===== config.mk =====
export PLATFORM = sky130hd
export DESIGN_NAME = weight_fetch_ctrl
export DESIGN_NICKNAME = d
export VERILOG_FILES = /design/src/rtl/ann_pkg.sv /design/src/rtl/weight_out_stage.sv /design/src/rtl/weight_fetch_ctrl.sv
export SDC_FILE = /design/constraint.sdc
export NUM_CORES = 1
export LEC_CHECK = 0
export ABC_AREA = 1
export CAP_MARGIN = 30
export CORE_MARGIN = 3
export CORE_UTILIZATION = 36
export DETAILED_ROUTE_END_ITERATION = 10
export PLACE_DENSITY_LB_ADDON = 0.12
export SYNTH_ARGS = -nofsm -noshare
export SYNTH_HDL_FRONTEND = slang
export SYNTH_HIERARCHICAL = 1
export SYNTH_SLANG_ARGS = --single-unit

===== constraint.sdc =====
create_clock -name CLK -period 1.9 [get_ports CLK]
set_clock_uncertainty 0.15 [all_clocks]
set_input_delay 0.38 -clock CLK [delete_from_list [all_inputs] [get_ports CLK]]
set_output_delay 0.38 -clock CLK [all_outputs]
set_load 0.005 [all_outputs]

===== src/rtl/ann_pkg.sv =====
// Shared types and default geometry for the ANN weight path.
package ann_pkg;

    localparam int unsigned DefDepth = 28;
    localparam int unsigned DefAw    = 5;
    localparam int unsigned DefDw    = 16;

    typedef enum logic [1:0] {
        StIdle,
        StLoad,
        StFetch,
        StDrain
    } wf_state_e;

endpackage


===== src/rtl/weight_out_stage.sv =====
// Registered weight output stage: holds a BRAM read word until the MAC accepts it.
module weight_out_stage #(
    parameter int unsigned DW = 16
) (
    input  logic          clk,
    input  logic          rst_n,
    input  logic          rd_req,
    input  logic          rd_last,
    input  logic [DW-1:0] mem_do,
    input  logic          w_ready,
    output logic          rd_issue,
    output logic [DW-1:0] w_data,
    output logic          w_valid,
    output logic          w_last
);

    // A new read may only land when the held word is absent or leaving this cycle.
    assign rd_issue = rd_req && (!w_valid || w_ready);

    always_ff @(posedge clk or negedge rst_n) begin
        if (!rst_n) begin
            w_data  <= '0;
            w_valid <= 1'b0;
            w_last  <= 1'b0;
        end else if (rd_issue) begin
            w_data  <= mem_do;
            w_valid <= 1'b1;
            w_last  <= rd_last;
        end else if (w_ready) begin
            w_valid <= 1'b0;
            w_last  <= 1'b0;
        end
    end

endmodule


===== src/rtl/weight_fetch_ctrl.sv =====
// Weight BRAM controller: loads DEPTH words from a stream and replays them to the MAC.
module weight_fetch_ctrl
    import ann_pkg::*;
#(
    parameter int unsigned DEPTH = DefDepth,
    parameter int unsigned AW    = DefAw,
    parameter int unsigned DW    = DefDw
) (
    input  logic          CLK,
    input  logic          RST_N,
    input  logic          START_LOAD,
    input  logic          START_FETCH,
    input  logic [DW-1:0] L_DATA,
    input  logic          L_VALID,
    output logic          L_READY,
    output logic [DW-1:0] W_DATA,
    output logic          W_VALID,
    output logic          W_LAST,
    input  logic          W_READY,
    output logic [AW-1:0] MEM_ADDR,
    output logic [DW-1:0] MEM_DI,
    output logic          MEM_EN,
    output logic          MEM_WE,
    input  logic [DW-1:0] MEM_DO,
    output logic          BUSY,
    output logic          DONE
);

    localparam logic [AW:0] CntLast  = (AW + 1)'(DEPTH - 1);
    localparam logic [AW:0] CntDepth = (AW + 1)'(DEPTH);

    wf_state_e   state_q, state_d;
    logic [AW:0] cnt_q, cnt_d;
    logic        done_q, done_d;

    logic wr_fire;
    logic rd_req;
    logic rd_issue;
    logic w_hs;

    assign wr_fire = (state_q == StLoad) && L_VALID;
    assign rd_req  = (state_q == StFetch) && (cnt_q < CntDepth);
    assign w_hs    = W_VALID && W_READY;

    assign L_READY = (state_q == StLoad);
    assign BUSY    = (state_q != StIdle);
    // Load completion is registered; fetch completion coincides with the last handshake.
    assign DONE    = done_q || ((state_q == StDrain) && w_hs && W_LAST);

    assign MEM_EN   = wr_fire || rd_issue;
    assign MEM_WE   = wr_fire;
    assign MEM_ADDR = MEM_EN ? cnt_q[AW-1:0] : '0;
    assign MEM_DI   = wr_fire ? L_DATA : '0;

    weight_out_stage #(
        .DW(DW)
    ) u_out_stage (
        .clk     (CLK),
        .rst_n   (RST_N),
        .rd_req  (rd_req),
        .rd_last (cnt_q == CntLast),
        .mem_do  (MEM_DO),
        .w_ready (W_READY),
        .rd_issue(rd_issue),
        .w_data  (W_DATA),
        .w_valid (W_VALID),
        .w_last  (W_LAST)
    );

    always_comb begin
        state_d = state_q;
        cnt_d   = cnt_q;
        done_d  = 1'b0;
        unique case (state_q)
            StIdle: begin
                if (START_LOAD) begin
                    state_d = StLoad;
                    cnt_d   = '0;
                end else if (START_FETCH) begin
                    state_d = StFetch;
                    cnt_d   = '0;
                end
            end
            StLoad: begin
                if (wr_fire) begin
                    cnt_d = cnt_q + 1'b1;
                    if (cnt_q == CntLast) begin
                        state_d = StIdle;
                        done_d  = 1'b1;
                    end
                end
            end
            StFetch: begin
                if (rd_issue) begin
                    cnt_d = cnt_q + 1'b1;
                    if (cnt_q == CntLast) begin
                        state_d = StDrain;
                    end
                end
            end
            StDrain: begin
                if (w_hs && W_LAST) begin
                    state_d = StIdle;
                end
            end
            default: state_d = StIdle;
        endcase
    end

    always_ff @(posedge CLK or negedge RST_N) begin
        if (!RST_N) begin
            state_q <= StIdle;
            cnt_q   <= '0;
            done_q  <= 1'b0;
        end else begin
            state_q <= state_d;
            cnt_q   <= cnt_d;
            done_q  <= done_d;
        end
    end

endmodule


==> results.sh <==
export IMPL_async_reset_ff_frac=1.00
export IMPL_fmax_ghz=0.444
export IMPL_grt_pass1_wl_mm=7.22
export IMPL_grt_overflow=0
export IMPL_fin_crit_ns=2.25
export IMPL_critPathRequiredTime_ns=1.37
export IMPL_status="finished, violations left"
export IMPL_path_cells="ha_4 -> o211ai_1 -> inv_2 -> nand2_8 -> inv_4 -> nor2_4 -> buf_6 -> nor2_2 -> buf_2"
export IMPL_ys_warn_count=6
export IMPL_end_kind="output pin"
export IMPL_start_util=0.386
export IMPL_regArea_sq_um=677
export IMPL_syn_avg_cell_area_sq_um=7.43
export IMPL_rows=23
export IMPL_yosys_top_cells_area="dfrtp_1, nand2_1, nand3_1"
export IMPL_dr_total_vias=1741
export IMPL_dp_slack_ns=-0.419
export IMPL_cts_buffers=3
export IMPL_drt_iter0_markers=43
export IMPL_area_delta_synth_final_pct=87.9
export IMPL_synth_most_common_cell="nand2_1"
export IMPL_synth_commonest_cells="nand2_1, inv_1, dfrtp_1, nor2_1, nand3_1"
export IMPL_rsz0062_at_grt="true"
export IMPL_critPathKind="flip-flop to output pin"
export IMPL_h_tree_depth=1
export IMPL_min_period_over_period=1.18
export IMPL_fin_tns_setup_ns=-3.97
export IMPL_clk_pin_slew_ns=0.09
export IMPL_hold_buffers=0
export IMPL_io_pins=82
export IMPL_synth_seq_cells=27
export IMPL_port_buffers=81
export IMPL_yosysSeqAreaShare=0.425
export IMPL_wl_mm=4.73
export IMPL_synth_ff_type="dfrtp_1"
export IMPL_violations="negative setup slack"
export IMPL_synth_enable_flop_cells=0
export IMPL_tritoncts="yes"
export IMPL_tightest_slew_ns=0.339
export IMPL_insertion_delay_ns=0.28
export IMPL_core_area_sq_um=4120
export IMPL_ant_nets=0
export IMPL_slowest_delay_ns=0.46
export IMPL_cts_root_buf="clkbuf_8"
export IMPL_hold_violations=0
export IMPL_grt_util_all_layers=0.174
export IMPL_die_w_um=72.4
export IMPL_crit_fanout=6
export IMPL_grt_max_degree=28
export IMPL_fillCellCount=323
export IMPL_finalMaxSlewViolations=0
export IMPL_place_congestion=0.823
export IMPL_layout_drive_gt1_share=0.367
export IMPL_p_leak_nw=1.57
export IMPL_powerDensity_nw_per_um2=1200
export IMPL_yosys_area_top_type="dfrtp_1"
export IMPL_die_height_um=72.4
export IMPL_hold_path_class="primary input to async pin"
export IMPL_synth_top_cell_area_share=0.425
export IMPL_cp_data_arrival_time_ns=1.72
export IMPL_cp_start_kind="flip-flop"
export IMPL_antenna_cells=0
export IMPL_synthCells=214
export IMPL_dp_hpwl_mm=3.28
export IMPL_ir_drop_mv=0.708
export IMPL_syn_nets=258
export IMPL_clock_path_buffers=2
export IMPL_dr_pass1_iters=4
export IMPL_nets=380
export IMPL_fin_ws_ns=-0.350
export IMPL_syn_area_sq_um=1590
export IMPL_grt_pass1_vias=1633
export IMPL_vias_per_cell=4.52
export IMPL_cp_slowest_cell="dfrtp_2"
export IMPL_remaining_drc_errors=0
export IMPL_wl_per_cell_um=12.3
export IMPL_multi_input_area_sq_um=932
export IMPL_cts_sinks=27
export IMPL_setup_viol=23
export IMPL_dieArea_sq_um=5250
export IMPL_slew_headroom=0.774
export IMPL_maxCapViolations=0
export IMPL_antenna_found_initial=0
export IMPL_ys_types=26
timing repair:
action	4_1_cts	5_1_grt
buffers inserted	7	8
pin swaps	6	8
gates cloned	1	1
gates resized for setup	63	89
endpoints found under the setup margin	32	35
registers in the layout (all words and copies together), names as in the netlist:
signal and flops:
done_q 1, state_q 2, u_out_stage/w_valid 1, u_out_stage/w_data 16, u_out_stage/w_last 1, cnt_q 6
cell usage in the layout, fill, tap and decap left out, types with 2 or more instances in the layout:
cell / n
inv_4: 2
buf_2: 18
nor2_4: 13
ha_1: 2
nand2_1: 58
o21ai_1: 2
ha_4: 4
inv_2: 10
nand2_2: 4
nand2_4: 3
nand3_1: 24
buf_6: 11
buf_4: 27
nand2_8: 2
clkdlybuf4s50_1: 54
nand3_2: 2
buf_12: 2
clkbuf_8: 3
dlymetal6s2s_1: 2
nor2_1: 7
nor2_2: 9
clkbuf_2: 5
inv_1: 28
dfrtp_1: 26
xor2_1: 2
layout make-up:
type                    count  area share
flip-flops and latches     27       0.227
clock inverters             1     0.00251
repair buffers            122       0.372
well taps                  50      0.0210
clock buffers               3      0.0138
multi-input cells         142       0.312
inverters                  40      0.0520
critical path: cells and delay by family (launching register included):
kind / cells / cell delay (ns)
flip-flops: 1 / 0.46
AO/OA/AOI/OAI: 1 / 0.10
buffers and inverters: 4 / 0.38
AND/OR/NAND/NOR: 3 / 0.31
adder cells (fa/ha/maj): 1 / 0.17
through the flow:
step / power [W] / area [sq um] / instances / utilization / hold WS [ns]
2_1_floorplan: 0.00186 / 1630 / 214 / - / -0.0656
3_3_place_gp: 0.00278 / 2660 / 364 / 0.646 / 0.303
5_1_grt: 0.00386 / 2990 / 385 / 0.725 / 0.342
3_5_place_dp: 0.00281 / 2660 / 364 / 0.646 / 0.308
6_report: 0.00358 / 2990 / 385 / 0.725 / 0.309
4_1_cts: 0.00337 / 2800 / 376 / 0.680 / 0.327
final timing paths:
check                                             startpoint                           endpoint  slack (ns)  cells past startpoint
min reg2reg                u_out_stage/w_data[5]$_DFFE_PN0P_  u_out_stage/w_data[5]$_DFFE_PN0P_        0.33                      2
max in group asynchronous                              RST_N             state_q[1]$_DFFE_PN0P_        1.01                      2
min in group CLK           u_out_stage/w_data[5]$_DFFE_PN0P_  u_out_stage/w_data[5]$_DFFE_PN0P_        0.33                      2
max reg2reg                           state_q[0]$_DFFE_PN0P_             state_q[1]$_DFFE_PN0P_        0.08                     14
min                                                    RST_N               cnt_q[2]$_DFFE_PN0P_        0.31                      2
max                                   state_q[1]$_DFFE_PN0P_                        MEM_ADDR[4]       -0.35                      9
cell families (layout without fill, tap and decap cells):
family,count (synthesis),count (layout),share of synthesized area
and+or+nand+nor,127,127,0.370
DFF,27,27,0.425
xor gates and xnor gates,2,2,0.0110
AOI/OAI and AO/OA,7,7,0.0276
buffers and inverters,45,166,0.119
adders and majority gates,6,6,0.0472
per-layer routing:
layer / GRT usage / up-vias / wire length, um
met5: 0 / - / 0
met4: 0.0574 / 0 / 53
met3: 0.0402 / 5 / 389
met2: 0.320 / 58 / 2450
met1: 0.197 / 788 / 1840
li1: - / 890 / -
report_power, final:
part	internal (W)	total [W]	switching, W
clock	0.000149	0.000341	0.000192
sequential	0.000787	0.000916	0.000129
combinational	0.00126	0.00232	0.00106
Note: power is estimated with default switching activity, not from simulation.
